### config.mk
export PLATFORM = sky130hd
export DESIGN_NAME = alu_mul_ctrl
export DESIGN_NICKNAME = d
export VERILOG_FILES = /design/src/rtl/alu_pkg.sv /design/src/rtl/alu.sv /design/src/rtl/alu_mul_ctrl.sv
export SDC_FILE = /design/constraint.sdc
export NUM_CORES = 1
export LEC_CHECK = 0
export ABC_AREA = 1
export CORE_MARGIN = 3
export CORE_UTILIZATION = 50
export DETAILED_ROUTE_END_ITERATION = 12
export GPL_TIMING_DRIVEN = 0
export PLACE_DENSITY = 0.79
export SETUP_SLACK_MARGIN = 0.5
export SLEW_MARGIN = 20
export SYNTH_ARGS = -nofsm -noshare
export SYNTH_HDL_FRONTEND = slang
export SYNTH_SLANG_ARGS = --single-unit
### constraint.sdc
create_clock -name clk -period 2.1 [get_ports clk]
set_clock_uncertainty 0.05 [all_clocks]
set_input_delay 0.63 -clock clk [delete_from_list [all_inputs] [get_ports clk]]
set_output_delay 0.63 -clock clk [all_outputs]
set_load 0.01 [all_outputs]
### src/rtl/alu_pkg.sv
// Shared ALU opcodes, datapath width and multiply-sequencer state encoding.
package alu_pkg;

  localparam int unsigned DATA_W = 8;
  localparam int unsigned PROD_W = 2 * DATA_W;

  localparam logic [2:0] ALU_ADD = 3'b000;
  localparam logic [2:0] ALU_SUB = 3'b001;
  localparam logic [2:0] ALU_AND = 3'b010;
  localparam logic [2:0] ALU_OR  = 3'b011;
  localparam logic [2:0] ALU_XOR = 3'b100;
  localparam logic [2:0] ALU_NOT = 3'b101;
  localparam logic [2:0] ALU_SHL = 3'b110;
  localparam logic [2:0] ALU_SHR = 3'b111;

  typedef enum logic [1:0] {
    IDLE = 2'b00,
    RUN  = 2'b01,
    DONE = 2'b10
  } state_t;

endpackage

### src/rtl/alu.sv
// Shared 8-bit combinational ALU with carry, negative, overflow and zero flags.
module alu
  import alu_pkg::*;
(
  input  logic [7:0] a,
  input  logic [7:0] b,
  input  logic [2:0] s,
  output logic [7:0] out,
  output logic       c,
  output logic       n,
  output logic       v,
  output logic       z
);

  logic [DATA_W:0] wide;

  // Operation select; carry holds the add carry, subtract borrow or shifted-out bit.
  always_comb begin
    wide = '0;
    v    = 1'b0;
    case (s)
      ALU_ADD: begin
        wide = {1'b0, a} + {1'b0, b};
        v    = (a[7] == b[7]) && (wide[7] != a[7]);
      end
      ALU_SUB: begin
        wide = {1'b0, a} - {1'b0, b};
        v    = (a[7] != b[7]) && (wide[7] != a[7]);
      end
      ALU_AND: wide = {1'b0, a & b};
      ALU_OR:  wide = {1'b0, a | b};
      ALU_XOR: wide = {1'b0, a ^ b};
      ALU_NOT: wide = {1'b0, ~a};
      ALU_SHL: wide = {a, 1'b0};
      ALU_SHR: wide = {a[0], 1'b0, a[7:1]};
      default: wide = '0;
    endcase
  end

  assign out = wide[DATA_W-1:0];
  assign c   = wide[DATA_W];
  assign n   = wide[DATA_W-1];
  assign z   = (wide[DATA_W-1:0] == '0);

endmodule

### src/rtl/alu_mul_ctrl.sv
// 8x8 unsigned shift-add multiplier sequenced over the shared ALU; fixed 10-cycle throughput.
module alu_mul_ctrl
  import alu_pkg::*;
(
  input  logic        clk,
  input  logic        rst_n,
  input  logic        start,
  input  logic [7:0]  a,
  input  logic [7:0]  b,
  output logic        busy,
  output logic        done,
  output logic [15:0] product,
  output logic        z,
  output logic        ovf8
);

  state_t     state;
  logic [7:0] mcand;
  logic [7:0] acc;
  logic [7:0] mq;
  logic [2:0] cnt;

  logic [7:0] alu_b;
  logic [7:0] alu_out;
  logic       alu_c;
  logic       alu_n;
  logic       alu_v;
  logic       alu_z;
  logic       unused_flags;

  // Add the multiplicand into the high half only when the current multiplier bit is set.
  assign alu_b = mq[0] ? mcand : 8'h00;

  alu u_alu (
    .a   (acc),
    .b   (alu_b),
    .s   (ALU_ADD),
    .out (alu_out),
    .c   (alu_c),
    .n   (alu_n),
    .v   (alu_v),
    .z   (alu_z)
  );

  assign unused_flags = ^{alu_n, alu_v, alu_z};

  // Sequencer: capture operands, run eight shift-add iterations, pulse done for one cycle.
  always_ff @(posedge clk or negedge rst_n) begin
    if (!rst_n) begin
      state <= IDLE;
      busy  <= 1'b0;
      done  <= 1'b0;
      mcand <= 8'h00;
      acc   <= 8'h00;
      mq    <= 8'h00;
      cnt   <= 3'd0;
    end else begin
      case (state)
        IDLE: begin
          done <= 1'b0;
          if (start) begin
            mcand <= a;
            mq    <= b;
            acc   <= 8'h00;
            cnt   <= 3'd0;
            busy  <= 1'b1;
            state <= RUN;
          end
        end
        RUN: begin
          acc <= {alu_c, alu_out[7:1]};
          mq  <= {alu_out[0], mq[7:1]};
          if (cnt == 3'd7) begin
            busy  <= 1'b0;
            done  <= 1'b1;
            state <= DONE;
          end else begin
            cnt <= cnt + 3'd1;
          end
        end
        DONE: begin
          done  <= 1'b0;
          state <= IDLE;
        end
        default: begin
          busy  <= 1'b0;
          done  <= 1'b0;
          state <= IDLE;
        end
      endcase
    end
  end

  assign product = {acc, mq};
  assign z       = (product == 16'h0000);
  assign ovf8    = (acc != 8'h00);

endmodule

==> impl_metrics.prom <==
# TYPE chip_impl_metric gauge
chip_impl_info{name="outcome",value="finished with violations"} 1
chip_impl_info{name="failed_checks",value="setup timing"} 1
chip_impl_metric{name="totalPowerFinal",unit="mW"} 4.97
chip_impl_metric{name="core_ar",unit="sq um"} 3200
chip_impl_info{name="worst_setup_path_start_kind",value="flop"} 1
chip_impl_info{name="crit_chain",value="nor4_4 -> nand2_2 -> buf_4 -> buf_2"} 1
chip_impl_metric{name="port_buffers",unit=""} 38
chip_impl_metric{name="chipHeight",unit="um"} 65.4
chip_impl_metric{name="groute.layer.met3.usage",unit=""} 0.0496
chip_impl_metric{name="drive_above_1_share",unit=""} 0.462
chip_impl_metric{name="floorplan.die.width",unit="um"} 65.4
chip_impl_metric{name="cts-buffers-inserted",unit=""} 5
chip_impl_info{name="end_kind",value="output port"} 1
chip_impl_metric{name="io_pins",unit=""} 39
chip_impl_info{name="path_delay_family",value="flip-flops"} 1
chip_impl_metric{name="nNetsFinal",unit=""} 308
chip_impl_metric{name="finalWorstPathRequiredPeriod",unit="ns"} 2.21
chip_impl_metric{name="total_detailed_routing_wirelength",unit="um"} 6140
chip_impl_metric{name="clk_pin_slew",unit="ns"} 0.11
chip_impl_metric{name="setup_ws",unit="ns"} -0.108
chip_impl_metric{name="reg2reg_setup_slack",unit="ns"} 0.19
chip_impl_metric{name="globalRouteMet1Util",unit=""} 0.311
chip_impl_metric{name="netlist_area",unit="sq um"} 1760
chip_impl_metric{name="finalCritPeriodShare",unit=""} 1.05
chip_impl_metric{name="grt_first_pass_wirelength",unit="um"} 7660
chip_impl_info{name="crit_slowest_cell",value="sky130_fd_sc_hd__dfrtp_2"} 1
chip_impl_metric{name="drt_pre_antenna_iters",unit=""} 4
chip_impl_info{name="cts_tree",value="built"} 1
chip_impl_metric{name="drt.antenna.violating_nets",unit=""} 0
chip_impl_metric{name="fill_cells",unit=""} 159
chip_impl_metric{name="maxClockFrequency",unit="MHz"} 453
chip_impl_metric{name="yosysWarningCount",unit=""} 0
chip_impl_metric{name="cp_data_required_time",unit="ns"} 1.42
chip_impl_info{name="layout_common_cells",value="sky130_fd_sc_hd__nand2_1 (45), sky130_fd_sc_hd__buf_6 (36), sky130_fd_sc_hd__dfrtp_1 (26)"} 1
chip_impl_metric{name="p_per_area",unit="nW/um^2"} 1780
chip_impl_metric{name="die_area",unit="sq um"} 4270
chip_impl_metric{name="drtIter0Drc",unit=""} 191
chip_impl_metric{name="hpwl",unit="um"} 2900
chip_impl_metric{name="htree_levels",unit=""} 2
chip_impl_metric{name="diodes",unit=""} 0
chip_impl_metric{name="antenna_violations_before_repair",unit=""} 0
chip_impl_info{name="worstHoldPathType",value="primary input to asynchronous set/reset pin"} 1
chip_impl_metric{name="critical_path_at",unit="ns"} 1.53
chip_impl_info{name="layout_commonest_cell",value="sky130_fd_sc_hd__nand2_1"} 1
chip_impl_metric{name="final_core_utilization",unit=""} 0.871
chip_impl_metric{name="worstPathBufferInverterCount",unit=""} 2
chip_impl_metric{name="met2_track_utilization_from_global_routing",unit=""} 0.405
chip_impl_info{name="timing.setup.critical_path_class",value="flop to output port"} 1
chip_impl_metric{name="power.ir.vdd_worst",unit="mV"} 1.01
chip_impl_info{name="cts-root-buf",value="sky130_fd_sc_hd__clkbuf_4"} 1
chip_impl_metric{name="via_cell_ratio",unit=""} 5.74
chip_impl_metric{name="crit_path_max_fanout",unit=""} 2
chip_impl_metric{name="leakagePower",unit="nW"} 1.43
chip_impl_metric{name="vias",unit=""} 1853
chip_impl_metric{name="area_delta_synth_final",unit="%"} 58.5
chip_impl_metric{name="seq_area_frac_synth",unit=""} 0.440
chip_impl_info{name="setup.worst_path.start",value="acc[5]$_DFFE_PN0P_"} 1
chip_impl_metric{name="max_cap_viol",unit=""} 0
chip_impl_metric{name="finalSetupViolCount",unit=""} 2
chip_impl_info{name="grt_busiest_layer",value="met2"} 1
chip_impl_metric{name="synthesis.area_per_instance",unit="sq um"} 8.55
chip_impl_metric{name="max_stage_delay",unit="ns"} 0.46
chip_impl_metric{name="postSynthCellCount",unit=""} 206
chip_impl_metric{name="final_tns_setup",unit="ns"} -0.196
chip_impl_metric{name="drt-wirelength-per-cell",unit="um"} 19.0
chip_impl_metric{name="std_cell_rows",unit=""} 20
chip_impl_metric{name="gpl.final_weighted_congestion",unit=""} 0.786
chip_impl_metric{name="grtUsageTotal",unit=""} 0.239
chip_impl_metric{name="maximum_number_of_pins_on_one_net_before_global_route_repair",unit=""} 32
chip_impl_metric{name="initial_core_util",unit=""} 0.550
chip_impl_metric{name="cts.sinks",unit=""} 31
chip_impl_metric{name="globalRoute.totalOverflow",unit=""} 0
chip_impl_metric{name="slew-limit-headroom",unit=""} 0.518
chip_impl_metric{name="max-clock-path-buffers",unit=""} 2
chip_impl_metric{name="worstMarginPinSlew",unit="ns"} 0.723
chip_impl_metric{name="final-hold-violation-count",unit=""} 0
chip_impl_metric{name="postSynthNetCount",unit=""} 236
chip_impl_metric{name="report.final.slew_viol_count",unit=""} 0
chip_impl_metric{name="count_of_hold_fix_buffers_inserted_at_cts",unit=""} 0
chip_impl_metric{name="reg2regPathDepth",unit=""} 11
chip_impl_metric{name="synth-seq-cells",unit=""} 31
chip_impl_metric{name="yosys.cell_types.count",unit=""} 26
chip_impl_info{name="rsz0062_at_grt",value="true"} 1
chip_impl_metric{name="grt_pass1_vias",unit=""} 1592
chip_impl_info{name="startpoint_of_the_lowest_slack_register_to_register_path",value="mq[0]$_DFFE_PN0P_"} 1
chip_impl_metric{name="detail_route.drc_violations",unit=""} 0
chip_impl_metric{name="worstSkewPairLatency",unit="ns"} 0.36
chip_impl_info{name="critical_path.reg2reg.endpoint",value="acc[7]$_DFFE_PN0P_"} 1
-- sequential cells by signal (all words and copies together), names as in the netlist --
signal	flops
state	2
busy	1
done	1
mcand	8
cnt	3
mq	8
acc	8
-- power by group --
part | switching [mW] | total, mW | internal [mW] | leakage (nW)
sequential | 0.256 | 1.16 | 0.903 | 0.371
combinational | 1.77 | 3.45 | 1.68 | 1.03
clock | 0.230 | 0.360 | 0.130 | 0.0293
-- cells by family after synthesis --
logic type | count (synthesis) | synth area share
AOI/OAI and AO/OA | 26 | 0.104
adders and majority gates | 11 | 0.0824
xor gates and xnor gates | 2 | 0.00994
buffers and inverters | 39 | 0.0930
and+or+nand+nor | 89 | 0.217
muxes | 8 | 0.0533
DFF | 31 | 0.440
-- cells in the mapped netlist, drive strengths merged --
cell type	instances	area, sq um
a21oi	5	25.0
a22o	1	8.76
a22oi	8	90.1
buf	4	32.5
clkbuf	1	3.75
dfrtp	31	776
fa	1	20.0
ha	10	125
inv	34	128
mux2	8	93.8
nand2	63	246
nand3	11	55.1
nand4	3	18.8
nor2	9	43.8
nor3	1	5.00
nor4	2	12.5
o21ai	12	60.1
xnor2	2	17.5
-- worst max-delay path by stage --
stage | endpoint | cells past startpoint
floorplan | z | 3
global placement | z | 4
detailed placement | z | 4
CTS | z | 4
global route | ovf8 | 4
finish | ovf8 | 4
-- metrics by stage --
step                      worst slack, ns  area [sq um]  hold slack [ns]  std cells
after floorplan                     0.349          1820            0.284        206
after global placement             -0.288          2260            0.407        288
after detailed placement           -0.256          2250            0.426        288
after CTS                         -0.0610          2580            0.284        315
after global routing               -0.150          2790            0.309        323
final                              -0.108          2790            0.266        323
-- layer usage --
metal  share of wire  vias up  wire (um)
li1                -      808          -
met4           0.049        0        304
met2            0.52      108       3180
met5               0        -          0
met1            0.37      906       2250
met3           0.066       31        408
-- area by class of cell --
type / instances / area, sq um / area share
clock inverter: 1 / 5.00 / 0.00179
buffer: 5 / 47.5 / 0.0170
tap: 44 / 55.1 / 0.0197
timing repair buffer: 65 / 643 / 0.230
clock buffer: 7 / 45.0 / 0.0161
inverter: 34 / 130 / 0.0466
multi-input combinational: 136 / 1080 / 0.388
sequential: 31 / 782 / 0.280
-- repair_timing --
item                                    4_1_cts  5_1_grt
setup buffers                                19        8
pin swaps                                     2       10
resized for setup                           130       43
endpoints found under the hold margin         0        0
endpoints found under the setup margin       28       34
(Power assumes the default switching activity.)
